$ cat src/rtl/clkmult_if.sv
// Sample-path bundle for the clock multiplier: strobe, four mV inputs, four mV outputs.
// The master drives strobe and inputs; the slave (the core) drives the outputs.
interface clkmult_if #(
  parameter int W = 16
);
  logic                sample_strobe;
  logic signed [W-1:0] sample_in0, sample_in1, sample_in2, sample_in3;
  logic signed [W-1:0] sample_out0, sample_out1, sample_out2, sample_out3;

  modport master (
    output sample_strobe, sample_in0, sample_in1, sample_in2, sample_in3,
    input  sample_out0, sample_out1, sample_out2, sample_out3
  );
  modport slave (
    input  sample_strobe, sample_in0, sample_in1, sample_in2, sample_in3,
    output sample_out0, sample_out1, sample_out2, sample_out3
  );
endinterface

$ cat src/rtl/clkmult.sv
// Clock multiplier: measures the input-0 clock period in samples and regenerates
// phase-locked x1/x2/x4/x8 clocks, hard-resynced on every input rising edge.

// One divider lane: free-running phase counter over P>>K, high for the first P>>(K+1).
module clkmult_lane #(
  parameter int PERIOD_W = 16,
  parameter int K        = 0
) (
  input  logic                clk,
  input  logic                rst,
  input  logic                strobe,
  input  logic                resync,
  input  logic                lock_nxt,
  input  logic [PERIOD_W-1:0] p_cur,
  input  logic [PERIOD_W-1:0] p_nxt,
  output logic                hi
);
  logic [PERIOD_W-1:0] c, c_nxt, pk, pk_nxt, hk_nxt;

  always_comb begin
    pk     = p_cur >> K;
    pk_nxt = p_nxt >> K;
    hk_nxt = p_nxt >> (K + 1);
    if (resync || c == pk - PERIOD_W'(1)) c_nxt = '0;
    else                                  c_nxt = c + PERIOD_W'(1);
  end

  // Output is computed from next-state values so it lands 1 clk after the strobe.
  always_ff @(posedge clk or posedge rst)
    if (rst) begin
      c  <= '0;
      hi <= 1'b0;
    end else if (strobe) begin
      c  <= c_nxt;
      hi <= lock_nxt && pk_nxt >= PERIOD_W'(2) && c_nxt < hk_nxt;
    end
endmodule

module clkmult #(
  parameter int W         = 16,
  parameter int FP_OFFSET = 2,
  parameter int PERIOD_W  = 16
) (
  input logic       clk,
  input logic       rst,
  clkmult_if.slave  bus
);
  localparam int NUM_LANES = 4;
  localparam logic signed [W-1:0] TH_RISE = W'(2000 <<< FP_OFFSET);
  localparam logic signed [W-1:0] TH_FALL = W'(500 <<< FP_OFFSET);
  localparam logic signed [W-1:0] OUT_HI  = W'(5000 <<< FP_OFFSET);
  localparam logic [PERIOD_W-1:0] SAT     = '1;

  typedef enum logic [1:0] {IDLE, MEASURE, LOCKED} state_t;

  state_t                state, state_nxt;
  logic                  last_hi, rise, sat, lock_edge, lock_nxt;
  logic [PERIOD_W-1:0]   cnt, p, p_nxt;
  logic [NUM_LANES-1:0]  lane_hi;
  logic                  unused_ins;

  assign unused_ins = ^{bus.sample_in1, bus.sample_in2, bus.sample_in3};

  assign rise      = bus.sample_in0 > TH_RISE && !last_hi;
  assign sat       = cnt == SAT;
  // A saturated count is not a period; such an edge only restarts measurement.
  assign lock_edge = rise && !sat && state != IDLE;
  assign p_nxt     = lock_edge ? cnt + PERIOD_W'(1) : p;

  always_ff @(posedge clk or posedge rst)
    if (rst) begin
      last_hi <= 1'b0;
      cnt     <= '0;
      p       <= '0;
    end else if (bus.sample_strobe) begin
      if (bus.sample_in0 > TH_RISE)      last_hi <= 1'b1;
      else if (bus.sample_in0 < TH_FALL) last_hi <= 1'b0;
      if (rise)      cnt <= '0;
      else if (!sat) cnt <= cnt + PERIOD_W'(1);
      p <= p_nxt;
    end

  always_ff @(posedge clk or posedge rst)
    if (rst)                    state <= IDLE;
    else if (bus.sample_strobe) state <= state_nxt;

  always_comb begin
    state_nxt = state;
    case (state)
      IDLE:    if (rise) state_nxt = MEASURE;
      default: if (rise)     state_nxt = sat ? MEASURE : LOCKED;
               else if (sat) state_nxt = IDLE;
    endcase
  end

  always_comb begin
    lock_nxt = (state_nxt == LOCKED);
  end

  for (genvar k = 0; k < NUM_LANES; k++) begin : g_lane
    clkmult_lane #(.PERIOD_W(PERIOD_W), .K(k)) u_lane (
      .clk      (clk),
      .rst      (rst),
      .strobe   (bus.sample_strobe),
      .resync   (rise),
      .lock_nxt (lock_nxt),
      .p_cur    (p),
      .p_nxt    (p_nxt),
      .hi       (lane_hi[k])
    );
  end

  assign bus.sample_out0 = lane_hi[0] ? OUT_HI : '0;
  assign bus.sample_out1 = lane_hi[1] ? OUT_HI : '0;
  assign bus.sample_out2 = lane_hi[2] ? OUT_HI : '0;
  assign bus.sample_out3 = lane_hi[3] ? OUT_HI : '0;
endmodule

$ cat src/flat_wrapper.sv
// flat-port wrapper written by rule: the top's interface ports become plain ports
module clkmult_flat 
#(
  parameter int W         = 16,
  parameter int FP_OFFSET = 2,
  parameter int PERIOD_W  = 16
)
  (clk, rst, bus_sample_strobe, bus_sample_in0, bus_sample_in1, bus_sample_in2, bus_sample_in3, bus_sample_out0, bus_sample_out1, bus_sample_out2, bus_sample_out3);
  clkmult_if #(.W(W)) bus_i ();
  input logic clk;
  input logic rst;
  input wire logic [$bits(bus_i.sample_strobe)-1:0] bus_sample_strobe;
  input wire logic [$bits(bus_i.sample_in0)-1:0] bus_sample_in0;
  input wire logic [$bits(bus_i.sample_in1)-1:0] bus_sample_in1;
  input wire logic [$bits(bus_i.sample_in2)-1:0] bus_sample_in2;
  input wire logic [$bits(bus_i.sample_in3)-1:0] bus_sample_in3;
  output wire logic [$bits(bus_i.sample_out0)-1:0] bus_sample_out0;
  output wire logic [$bits(bus_i.sample_out1)-1:0] bus_sample_out1;
  output wire logic [$bits(bus_i.sample_out2)-1:0] bus_sample_out2;
  output wire logic [$bits(bus_i.sample_out3)-1:0] bus_sample_out3;
  assign bus_i.sample_strobe = bus_sample_strobe;
  assign bus_i.sample_in0 = bus_sample_in0;
  assign bus_i.sample_in1 = bus_sample_in1;
  assign bus_i.sample_in2 = bus_sample_in2;
  assign bus_i.sample_in3 = bus_sample_in3;
  assign bus_sample_out0 = bus_i.sample_out0;
  assign bus_sample_out1 = bus_i.sample_out1;
  assign bus_sample_out2 = bus_i.sample_out2;
  assign bus_sample_out3 = bus_i.sample_out3;
  clkmult #(.W(W), .FP_OFFSET(FP_OFFSET), .PERIOD_W(PERIOD_W)) u_core (.clk(clk), .rst(rst), .bus(bus_i));
endmodule
$ cat config.mk
export PLATFORM = sky130hd
export DESIGN_NAME = clkmult_flat
export DESIGN_NICKNAME = d
export VERILOG_FILES = /design/src/rtl/clkmult_if.sv /design/src/rtl/clkmult.sv /design/src/flat_wrapper.sv
export SDC_FILE = /design/constraint.sdc
export NUM_CORES = 1
export LEC_CHECK = 0
export ABC_AREA = 1
export CAP_MARGIN = 5
export CORE_AREA = 8 8 142 144
export CTS_BUF_LIST = sky130_fd_sc_hd__clkbuf_16
export DETAILED_ROUTE_END_ITERATION = 8
export DIE_AREA = 0 0 150 152
export PLACE_DENSITY_LB_ADDON = 0.1
export SYNTH_ARGS = -nofsm -noshare
export SYNTH_HDL_FRONTEND = slang
export SYNTH_SLANG_ARGS = --single-unit
$ cat constraint.sdc
create_clock -name clk -period 4.27 [get_ports clk]
set_clock_uncertainty 0.2 [all_clocks]
set_input_delay 0.854 -clock clk [delete_from_list [all_inputs] [get_ports clk]]
set_output_delay 0.854 -clock clk [all_outputs]
set_load 0.05 [all_outputs]
==> results.txt <==
----------------------------------------------------
[CTS]
  Clock latency on the worst-skew pair ... 0.36 ns
  Count of hold buffers inserted by post-cts repair ... 0
  Inserted Clock Buffers ... 9
  H-tree levels ... 3
  TritonCTS clock tree ... yes
  Root cell of the clock tree ... clkbuf_16
  Reg clk slew, reported paths ... 0.08 ns
  Number of sinks driven by the clock tree ... 103
  Maximum count of clock buffers along a single path ... 2

[Logic synthesis]
  Cell taking the most area after synthesis ... dfrtp_1
  Complex-gate fraction of the synthesized area ... 10.2%
  XOR/XNOR share of the synthesized area ... 6.08%
  Top cells by area, synth ... dfrtp_1 (26%), nand2_1 (18%), ha_1 (7.4%), inv_1 (6.0%), o21ai_0 (5.8%)
  Post-synthesis async set-or-reset flop share ... 100%
  Netlist cell types ... 52
  Post-synthesis area per instance ... 6.56 um^2
  Number of enable-type register cells in the synthesized netlist ... 0
  Synth Flop Type ... dfrtp_1
  Gate count of the mapped netlist ... 1516
  Number of synthesized register bits ... 103
  Multiplexer area fraction after synthesis ... 0%
  Main combinational cell family by area after synthesis ... simple AND/OR/NAND/NOR gates
  Synthesized-area fraction occupied by adder cells ... 7.43%
  Top cell type's share of synthesized area ... 25.9%
  Yosys warnings ... 0
  Simple logic cell fraction of the synthesized area ... 36.5%
  Synthesized cell area ... 0.00994 mm^2
  Fraction of the yosys area taken by sequential cells ... 25.9%

[Power and ir drop]
  Switching power of the nets ... 3.03 mW
  IR drop worst, VDD ... 0.000306 V
  Net switching fraction of the power ... 52.9%
  Pwr per Cell Area ... 540 mW/mm^2
  Static Leak ... 5.17 nW
  Power share of the combinational group ... 63.3%
  Internal Power ... 2.70 mW
  Reg power frac ... 22.8%
  Total power ... 5.72 mW
  Part of the total power dissipated in the clock network ... 13.9%

[Global routing]
  Pin count of the biggest net entering global routing ... 63
  Remaining Overflow, GRT ... 0
  GR Util All Layers ... 25.3%
  Initial antenna violation count ... 0
  Vias in the first global route ... 9007
  Global-route wire length before repair ... 45.7 mm

[Worst setup path]
  Worst setup SP type ... flip-flop
  Crit path required time ... 4.38 ns
  Sort of element at the end of the critical path ... flip-flop
  Critical path class ... flip-flop to flip-flop
  Max Fanout on Critical Path ... 8
  Worst endpoint data arrival time ... 4.04 ns

[Layout]
  Area taken by multi-input logic gates ... 0.00616 mm^2
  Sequential cell area ... 0.00258 mm^2
  Synth-to-layout area growth ... 6.71%
  Proportion of layout cells with a drive suffix above 1 ... 7.70%
  Net count, final ... 1666
  Post-Layout Inst Area ... 0.0106 mm^2
  Total inserted antenna cells ... 0
  Fill count ... 1786

[Die]
  Initial core utilization ... 55.9%
  Number of rows created at floorplan ... 49
  Area of the placeable core ... 0.0178 mm^2
  Overall die area ... 0.0228 mm^2
  Top-level I/O count ... 131
  Die Ht ... 152 um
  DIE WIDTH ... 150 um

[Timing]
  Transition time at the pin with the least slew margin ... 0.864 ns
  Minimum clock period after layout ... 3.94 ns
  RSZ-0062 raised after global routing ... false
  Number of failing setup endpoints in the final timing report ... 0
  Final sum of negative setup slack ... 0 ns
  Final setup margin ... 0.331 ns
  Pins Over Slew Limit ... 0
  Maximum clock rate ... 0.254 GHz
  Post-route fraction of the period consumed by the critical path ... 92.3%
  Number of hold violations in the final report ... 0
  Rel. slew slack ... 42.4%

[Drt]
  Drt via density ... 5.39
  Number of optimization iterations in the first detailed-route pass ... 6
  Wirelength, routed ... 28.7 mm
  Vias post-DR ... 9565
  DRT antenna net count ... 0
  Number of remaining DRC errors ... 0
  Post-DR wirelength/cell ... 16.2 um
  Detailed router's first-iteration violation count ... 722

[Placed design]
  Routability cong. ... 0.965
  Buffers on Ports ... 38
  Total placed instance area ... 0.0103 mm^2
  Worst slack at placement ... 0.122 ns
  Detailed placer's ending HPWL ... 23.0 mm

[Job]
  Reported max-cap violation count ... 0

[Outcome]
  Run status ... complete, no violations

[Min path]
  Type of the tightest min-delay check ... flip-flop to flip-flop

----------------------------------------------------
[critical path, stage by stage (launching register included)]
cell      delay, ns
dfrtp_1        0.48
clkinv_1       0.16
ha_1           0.36
nand2_1        0.18
inv_2          0.16
nand3_1        0.17
nor2_1         0.13
nor2_1         0.05
nor2_1         0.08
nand2_1        0.06
nor2_1         0.12
nand3_1        0.17
nand2_1        0.25
buf_4          0.21
nor2_1         0.07
ha_1           0.31
a21oi_1        0.13
nor2_1         0.05
a211oi_1       0.20
nand2_1        0.14
nand2_1        0.09
nand2_1        0.06
nand2_1        0.05
[kinds of logic after synthesis]
logic type               Yosys count
AO/OA/AOI/OAI                    185
XOR/XNOR                          69
adder cells (fa/ha/maj)           59
buffers and inverters            279
flip-flops                       103
other                              1
AND/OR/NAND/NOR                  820
[synthesized netlist by cell type, types with 13 or more instances]
cell type / count
a21oi_1: 33
buf_4: 68
clkbuf_1: 17
dfrtp_1: 103
ha_1: 59
inv_1: 158
nand2_1: 476
nand3_1: 85
nand4_1: 15
nor2_1: 145
nor2_2: 13
nor3_1: 21
o21ai_0: 116
xnor2_1: 26
xor2_1: 43
[routing by layer]
| metal | vias to the layer above | wire length [um] | part of all wire [%] | GRT usage, % |
|---|---|---|---|---|
| met4 | 0 | 907 | 3.2 | 10.0 |
| li1 | 4777 | - | - | - |
| met5 | - | 0 | 0 | 0 |
| met2 | 321 | 13600 | 48 | 42.4 |
| met1 | 4414 | 12300 | 43 | 31.8 |
| met3 | 53 | 1860 | 6.5 | 3.59 |
[power groups by stage]
stage	Combinational [mW]	Sequential, mW	Clock, mW
2_1_floorplan	2.80	1.21	0
4_1_cts	3.60	1.30	0.812
3_5_place_dp	3.58	1.32	0
3_3_place_gp	3.53	1.31	0
5_1_grt	4.05	1.32	0.843
6_report	3.62	1.31	0.797
[registers in the layout, indices dropped and copies added (netlist names)]
name                     count
u_core.cnt                  16
u_core.g_lane.u_lane.c      64
u_core.g_lane.u_lane.hi      4
u_core.last_hi               1
u_core.p                    16
u_core.state                 2
[layout by cell type (no fill, tap or decap), types with 21 or more instances in the layout]
cell type and n:
dfrtp_1 103, inv_1 158, nand2_1 476, conb_1 44, ha_1 59, buf_4 35, nor3_1 21, a21oi_1 33
xor2_1 42, clkdlybuf4s50_1 37, xnor2_1 26, nand3_1 85, o21ai_0 116, nor2_1 145
[final cells by class]
type | count | area share, %
Inverter | 175 | 6.24
Multi-Input combinational cell | 1177 | 58.1
Timing Repair Buffer | 74 | 6.20
Clock buffer | 9 | 2.12
Tap cell | 229 | 2.70
Sequential cell | 103 | 24.3
Clock inverter | 7 | 0.377
[final timing paths]
check / start / end / slack, ns / cells after the start
setup / recovery: u_core.p[3] / u_core.g_lane[1].u_lane.hi / 0.33 / 22
hold reg to reg: u_core.g_lane[1].u_lane.c[15] / u_core.g_lane[1].u_lane.c[15] / 0.32 / 2
setup reg to reg: u_core.p[3] / u_core.g_lane[1].u_lane.hi / 0.33 / 22
hold / removal: u_core.g_lane[1].u_lane.c[15] / u_core.g_lane[1].u_lane.c[15] / 0.32 / 2
max in group asynchronous: rst / u_core.state[0] / 2.30 / 3
min in group asynchronous: rst / u_core.g_lane[1].u_lane.c[2] / 0.80 / 2
[per-stage QoR]
| step | utilization (%) | hold slack, ns | std cells |
|---|---|---|---|
| after floorplan | - | 0.270 | 1559 |
| after global placement | 58.1 | 0.293 | 1758 |
| after detailed placement | 58.1 | 0.301 | 1758 |
| after CTS | 59.6 | 0.319 | 1774 |
| after global routing | 59.7 | 0.340 | 1774 |
| final | 59.7 | 0.319 | 1774 |
[timing repair]
action	CTS	global route
gates resized for setup	0	1
setup endpoints to repair	0	1
setup buffers	0	0
Power figures use the tool's default switching activity.
